--- src/rtl/uart_arb_pkg.sv ---
// Shared types for the UART TX arbiter and its round-robin picker.
package uart_arb_pkg;

    typedef enum logic {
        IDLE = 1'b0,
        BUSY = 1'b1
    } state_t;

    localparam int DATA_W_DEF = 8;

    // Wide enough for up to 8 requesters.
    typedef logic [2:0] req_idx_t;

endpackage

--- src/rtl/uart_tx_arb_rr_pick.sv ---
// rr_pick: combinational round-robin winner search.
// Searches upward from last+1 with wrap-around and returns the first set request.
module rr_pick
    import uart_arb_pkg::*;
#(
    parameter int NUM_REQ = 2
) (
    input  logic [NUM_REQ-1:0] req,
    input  req_idx_t           last,
    output req_idx_t           win,
    output logic               any
);

    logic [7:0] req_ext;

    assign req_ext = 8'(req);
    assign any     = |req;

    // Walk from farthest to nearest so the nearest set bit after last wins.
    always_comb begin
        win = '0;
        for (int i = NUM_REQ; i >= 1; i--) begin
            if (req_ext[3'((int'(last) + i) % NUM_REQ)]) begin
                win = 3'((int'(last) + i) % NUM_REQ);
            end
        end
    end

endmodule

--- src/rtl/uart_tx_arb.sv ---
// uart_tx_arb: message-granular round-robin arbiter in front of one UART TX serializer.
// Optional stall timeout enabled by defining UART_ARB_TIMEOUT_EN.
//
// state | meaning
// IDLE  | no owner; pick a winner from the valid requesters (one bubble cycle)
// BUSY  | owner g passes bytes straight through until a handshake with last
module uart_tx_arb
    import uart_arb_pkg::*;
#(
    parameter int NUM_REQ     = 2,
    parameter int DATA_W      = DATA_W_DEF,
    parameter int TIMEOUT_CYC = 1024
) (
    input  logic                      clk100,
    input  logic                      rst,
    input  logic [NUM_REQ-1:0]        req_valid_i,
    input  logic [NUM_REQ-1:0]        req_last_i,
    input  logic [NUM_REQ*DATA_W-1:0] req_data_i,
    output logic [NUM_REQ-1:0]        req_ready_o,
    output logic                      tx_valid_o,
    output logic [DATA_W-1:0]         tx_data_o,
    input  logic                      tx_ready_i,
    output logic [NUM_REQ-1:0]        gnt_o,
    output logic                      busy_o,
    output logic                      timeout_o
);

    state_t      state, state_nxt;
    req_idx_t    gnt_idx, last_gnt, win;
    logic        any_req;
    logic        sel_valid, sel_last;
    logic [DATA_W-1:0] sel_data;
    logic        hs;
    logic        release_gnt;

    rr_pick #(.NUM_REQ(NUM_REQ)) u_pick (
        .req  (req_valid_i),
        .last (last_gnt),
        .win  (win),
        .any  (any_req)
    );

    // Mux out the granted requester's valid/last/data.
    always_comb begin
        sel_valid = 1'b0;
        sel_last  = 1'b0;
        sel_data  = '0;
        for (int k = 0; k < NUM_REQ; k++) begin
            if (gnt_idx == 3'(k)) begin
                sel_valid = req_valid_i[k];
                sel_last  = req_last_i[k];
                sel_data  = req_data_i[k*DATA_W +: DATA_W];
            end
        end
    end

    assign hs = (state == BUSY) && sel_valid && tx_ready_i;

`ifdef UART_ARB_TIMEOUT_EN
    localparam int CNT_W = $clog2(TIMEOUT_CYC + 1);

    logic [CNT_W-1:0] stall_cnt;
    logic             stall_hit;
    logic             timeout_q;

    // Only cycles where the owner has nothing to send count as stalls.
    assign stall_hit   = (state == BUSY) && !sel_valid && (stall_cnt == CNT_W'(TIMEOUT_CYC - 1));
    assign release_gnt = (hs && sel_last) || stall_hit;
    assign timeout_o   = timeout_q;

    // Stall counter and one-cycle timeout pulse.
    always_ff @(posedge clk100) begin
        if (rst) begin
            stall_cnt <= '0;
            timeout_q <= 1'b0;
        end else begin
            timeout_q <= stall_hit;
            if (state != BUSY || hs || stall_hit) begin
                stall_cnt <= '0;
            end else if (!sel_valid) begin
                stall_cnt <= stall_cnt + 1'b1;
            end
        end
    end
`else
    assign release_gnt = hs && sel_last;
    assign timeout_o   = 1'b0;
`endif

    // State register.
    always_ff @(posedge clk100) begin
        if (rst) begin
            state <= IDLE;
        end else begin
            state <= state_nxt;
        end
    end

    // Next-state logic.
    always_comb begin
        state_nxt = state;
        case (state)
            IDLE:    if (any_req)     state_nxt = BUSY;
            BUSY:    if (release_gnt) state_nxt = IDLE;
            default: state_nxt = IDLE;
        endcase
    end

    // Grant index capture and round-robin pointer update on release.
    always_ff @(posedge clk100) begin
        if (rst) begin
            gnt_idx  <= '0;
            last_gnt <= 3'(NUM_REQ - 1);
        end else if (state == IDLE && any_req) begin
            gnt_idx <= win;
        end else if (state == BUSY && release_gnt) begin
            last_gnt <= gnt_idx;
        end
    end

    // Zero-latency passthrough and status outputs; data forced to 0 when not valid.
    always_comb begin
        busy_o      = (state == BUSY);
        tx_valid_o  = 1'b0;
        tx_data_o   = '0;
        gnt_o       = '0;
        req_ready_o = '0;
        if (state == BUSY) begin
            tx_valid_o = sel_valid;
            tx_data_o  = sel_valid ? sel_data : '0;
            for (int k = 0; k < NUM_REQ; k++) begin
                gnt_o[k]       = (gnt_idx == 3'(k));
                req_ready_o[k] = (gnt_idx == 3'(k)) && tx_ready_i;
            end
        end
    end

endmodule
--- config.mk ---
export PLATFORM = sky130hd
export DESIGN_NAME = uart_tx_arb
export DESIGN_NICKNAME = d
export VERILOG_FILES = /design/src/rtl/uart_arb_pkg.sv /design/src/rtl/uart_tx_arb_rr_pick.sv /design/src/rtl/uart_tx_arb.sv
export SDC_FILE = /design/constraint.sdc
export NUM_CORES = 1
export LEC_CHECK = 0
export BUFFER_PORTS_ARGS = -buffer_cell sky130_fd_sc_hd__buf_2
export CAP_MARGIN = 20
export CORE_AREA = 2 2 39 41
export DETAILED_ROUTE_END_ITERATION = 12
export DIE_AREA = 0 0 41 43
export GPL_ROUTABILITY_DRIVEN = 0
export SLEW_MARGIN = 20
export SYNTH_ARGS = -nofsm -noshare
export SYNTH_HDL_FRONTEND = slang
export SYNTH_SLANG_ARGS = --single-unit
--- constraint.sdc ---
create_clock -name clk100 -period 1.63 [get_ports clk100]
set_clock_uncertainty 0.2 [all_clocks]
set_input_delay 0.2445 -clock clk100 [delete_from_list [all_inputs] [get_ports clk100]]
set_output_delay 0.2445 -clock clk100 [all_outputs]
set_load 0.05 [all_outputs]
==> impl_metrics.env <==
export IMPL_synth_nets=63
export IMPL_synth_flop_cell="dfxtp_1"
export IMPL_core_area_um2=1384
export IMPL_status="finished, violations left"
export IMPL_grt_pass1_wl_um=1773
export IMPL_power_leakage_nw=0.3814
export IMPL_grt_pass1_vias=429
export IMPL_n_fill_cell=119
export IMPL_postCtsSetupBuffers=0
export IMPL_peakVddDrop_uv=437.9
export IMPL_max_freq_mhz=567.3
export IMPL_synth_common_cells="mux2i_1 (8), nor2_1 (8), dfxtp_1 (3)"
export IMPL_design_area_um2=793.3
export IMPL_wl_um=1203
export IMPL_multi_input_area_um2=327.8
export IMPL_cts_made_buffers=3
export IMPL_diodes=0
export IMPL_wire_per_inst_um=12.15
export IMPL_min_path_type="input pin to register"
export IMPL_grt_total_usage_pct=15.28
export IMPL_synthCells=40
export IMPL_max_cap_violations=0
export IMPL_cts_buffer_depth=2
export IMPL_finalSetupViolations=10
export IMPL_crit_type="register to output pin"
export IMPL_drive_above_1_share_pct=79.52
export IMPL_ys_types=20
export IMPL_busiest_layer="met2"
export IMPL_drc=0
export IMPL_chipHeight_um=43
export IMPL_htreeDepth=1
export IMPL_first_iter_violations=2
export IMPL_async_flop_share_pct=0
export IMPL_root_buffer="clkbuf_4"
export IMPL_synth_area_leaders="mux2i_1 (27%), dfxtp_1 (20%), nor2_1 (10%), and2_1 (4.1%), and3_1 (4.1%)"
export IMPL_drv_slew=0
export IMPL_regArea_um2=62.56
export IMPL_grt_max_degree=14
export IMPL_fin_util_pct=57.32
export IMPL_fin_ws_ns=-0.1327
export IMPL_netlist_area_um2=301.5
export IMPL_fin_crit_ns=1.763
export IMPL_die_w_um=41
export IMPL_yosysTopAreaCell="mux2i_1"
export IMPL_rows=14
export IMPL_period_share_pct=108.1
export IMPL_fin_nets=107
export IMPL_start_util_pct=21.79
export IMPL_synth_edff_count=0
export IMPL_critPathLaunchType="register"
export IMPL_first_pass_iters=4
export IMPL_met3_usage_pct=6.283
export IMPL_io_pins=38
export IMPL_crit_required_ns=1.19
export IMPL_yosysSeqAreaShare_pct=19.92
export IMPL_synthToLayoutAreaGrowth_pct=163.1
export IMPL_fp_dieArea_um2=1763
export IMPL_grt_util_met1_pct=14.19
export IMPL_vias=450
export IMPL_dpl_instance_area_um2=596.8
export IMPL_synth_warnings=0
export IMPL_vias_per_cell=4.545
export IMPL_p_total_w=0.0004933
export IMPL_rsz0062_at_grt="yes"
export IMPL_antenna_found_initial=0
export IMPL_failed_checks="setup timing"
export IMPL_synth_top_area_share_pct=26.56
export IMPL_dp_hpwl_um=805.7
export IMPL_hold_viol=0
export IMPL_path_max_fanout=5
export IMPL_syn_area_per_cell_um2=7.538
export IMPL_io_buffers=36
export IMPL_cts_clk_slew_worst_paths_ns=0.04
export IMPL_hold_slack_ns=0.1095
export IMPL_clock_latency_ns=0.24
export IMPL_cts_tree="built"
export IMPL_clock_sinks=3
export IMPL_ant_nets=0
export IMPL_grt_ovfl_total=0
export IMPL_end_kind="output pin"
export IMPL_ys_seq_elements=3
export IMPL_p_per_area_nw_per_um2=621.8
export IMPL_cp_arrival_ns=1.32
export IMPL_met2_usage_pct=26.25
==> through the flow <==
stage | TNS (ns) | setup WS, ns | cells
finish | -1.139 | -0.1327 | 99
global route | -1.580 | -0.1746 | 99
CTS | -1.249 | -0.1389 | 99
detailed placement | 0 | 0.007221 | 93
global placement | 0 | 0.03048 | 93
floorplan | -0.6881 | -0.1127 | 40
==> critical path: stages, from the launching register on <==
cell and delay [ns]:
dfxtp_2 0.33, mux2_4 0.32, nand2_4 0.10, buf_12 0.14
nor2_4 0.04, buf_6 0.15
==> registers in the layout, indices dropped and copies added, names as in the netlist <==
register and flops:
busy_o 1, last_gnt 1, gnt_idx 1
==> timing repair <==
action,CTS,global route
gates cloned,1,0
endpoints found under the hold margin,1,0
pin swaps,1,6
hold buffers,1,0
gates resized for setup,30,11
endpoints found under the setup margin,12,13
==> cells by family after synthesis <==
logic type | after synthesis | share of synthesized area, %
buffers and inverters | 5 | 7.883
AND/OR/NAND/NOR | 17 | 27.39
other | 1 | 1.244
flip-flops | 3 | 19.92
AO/OA/AOI/OAI | 4 | 9.541
multiplexers | 10 | 34.03
==> layer usage <==
layer / share of wire (%) / vias to the layer above
met1: 37 / 214
met4: 2.1 / 0
met5: 0 / -
li1: - / 221
met2: 57 / 10
met3: 4.6 / 5
==> power by group <==
part,internal [W],switching (W)
combinational,0.000121,0.000154
sequential,0.0000793,0.00000690
clock,0.0000918,0.0000405
==> layout make-up <==
class	instances	share of cell area (%)
timing repair buffer	41	43.22
multi-input combinational	32	41.32
sequential	3	7.886
clock buffer	4	3.312
tap	16	2.524
inverter	3	1.735
==> placed cells by master (no fill, tap or decap), types with 2 or more instances in the layout <==
master     n
and3_1     2
buf_2     24
buf_4      4
buf_6      4
buf_8      6
clkbuf_4   3
dfxtp_2    2
inv_1      2
mux2i_2    8
nor2_4     8
==> path summary, 6_finish.rpt <==
path | startpoint | end | slack, ns | depth (start not counted)
hold reg to reg | last_gnt[0]$_SDFFE_PP1P_ | last_gnt[0]$_SDFFE_PP1P_ | 0.26 | 1
setup reg to reg | gnt_idx[0]$_SDFFE_PP0P_ | last_gnt[0]$_SDFFE_PP1P_ | 0.16 | 4
setup / recovery | gnt_idx[0]$_SDFFE_PP0P_ | tx_data_o[4] | -0.13 | 5
hold / removal | req_valid_i[1] | gnt_idx[0]$_SDFFE_PP0P_ | 0.11 | 3
Note: power is estimated with default switching activity, not from simulation.
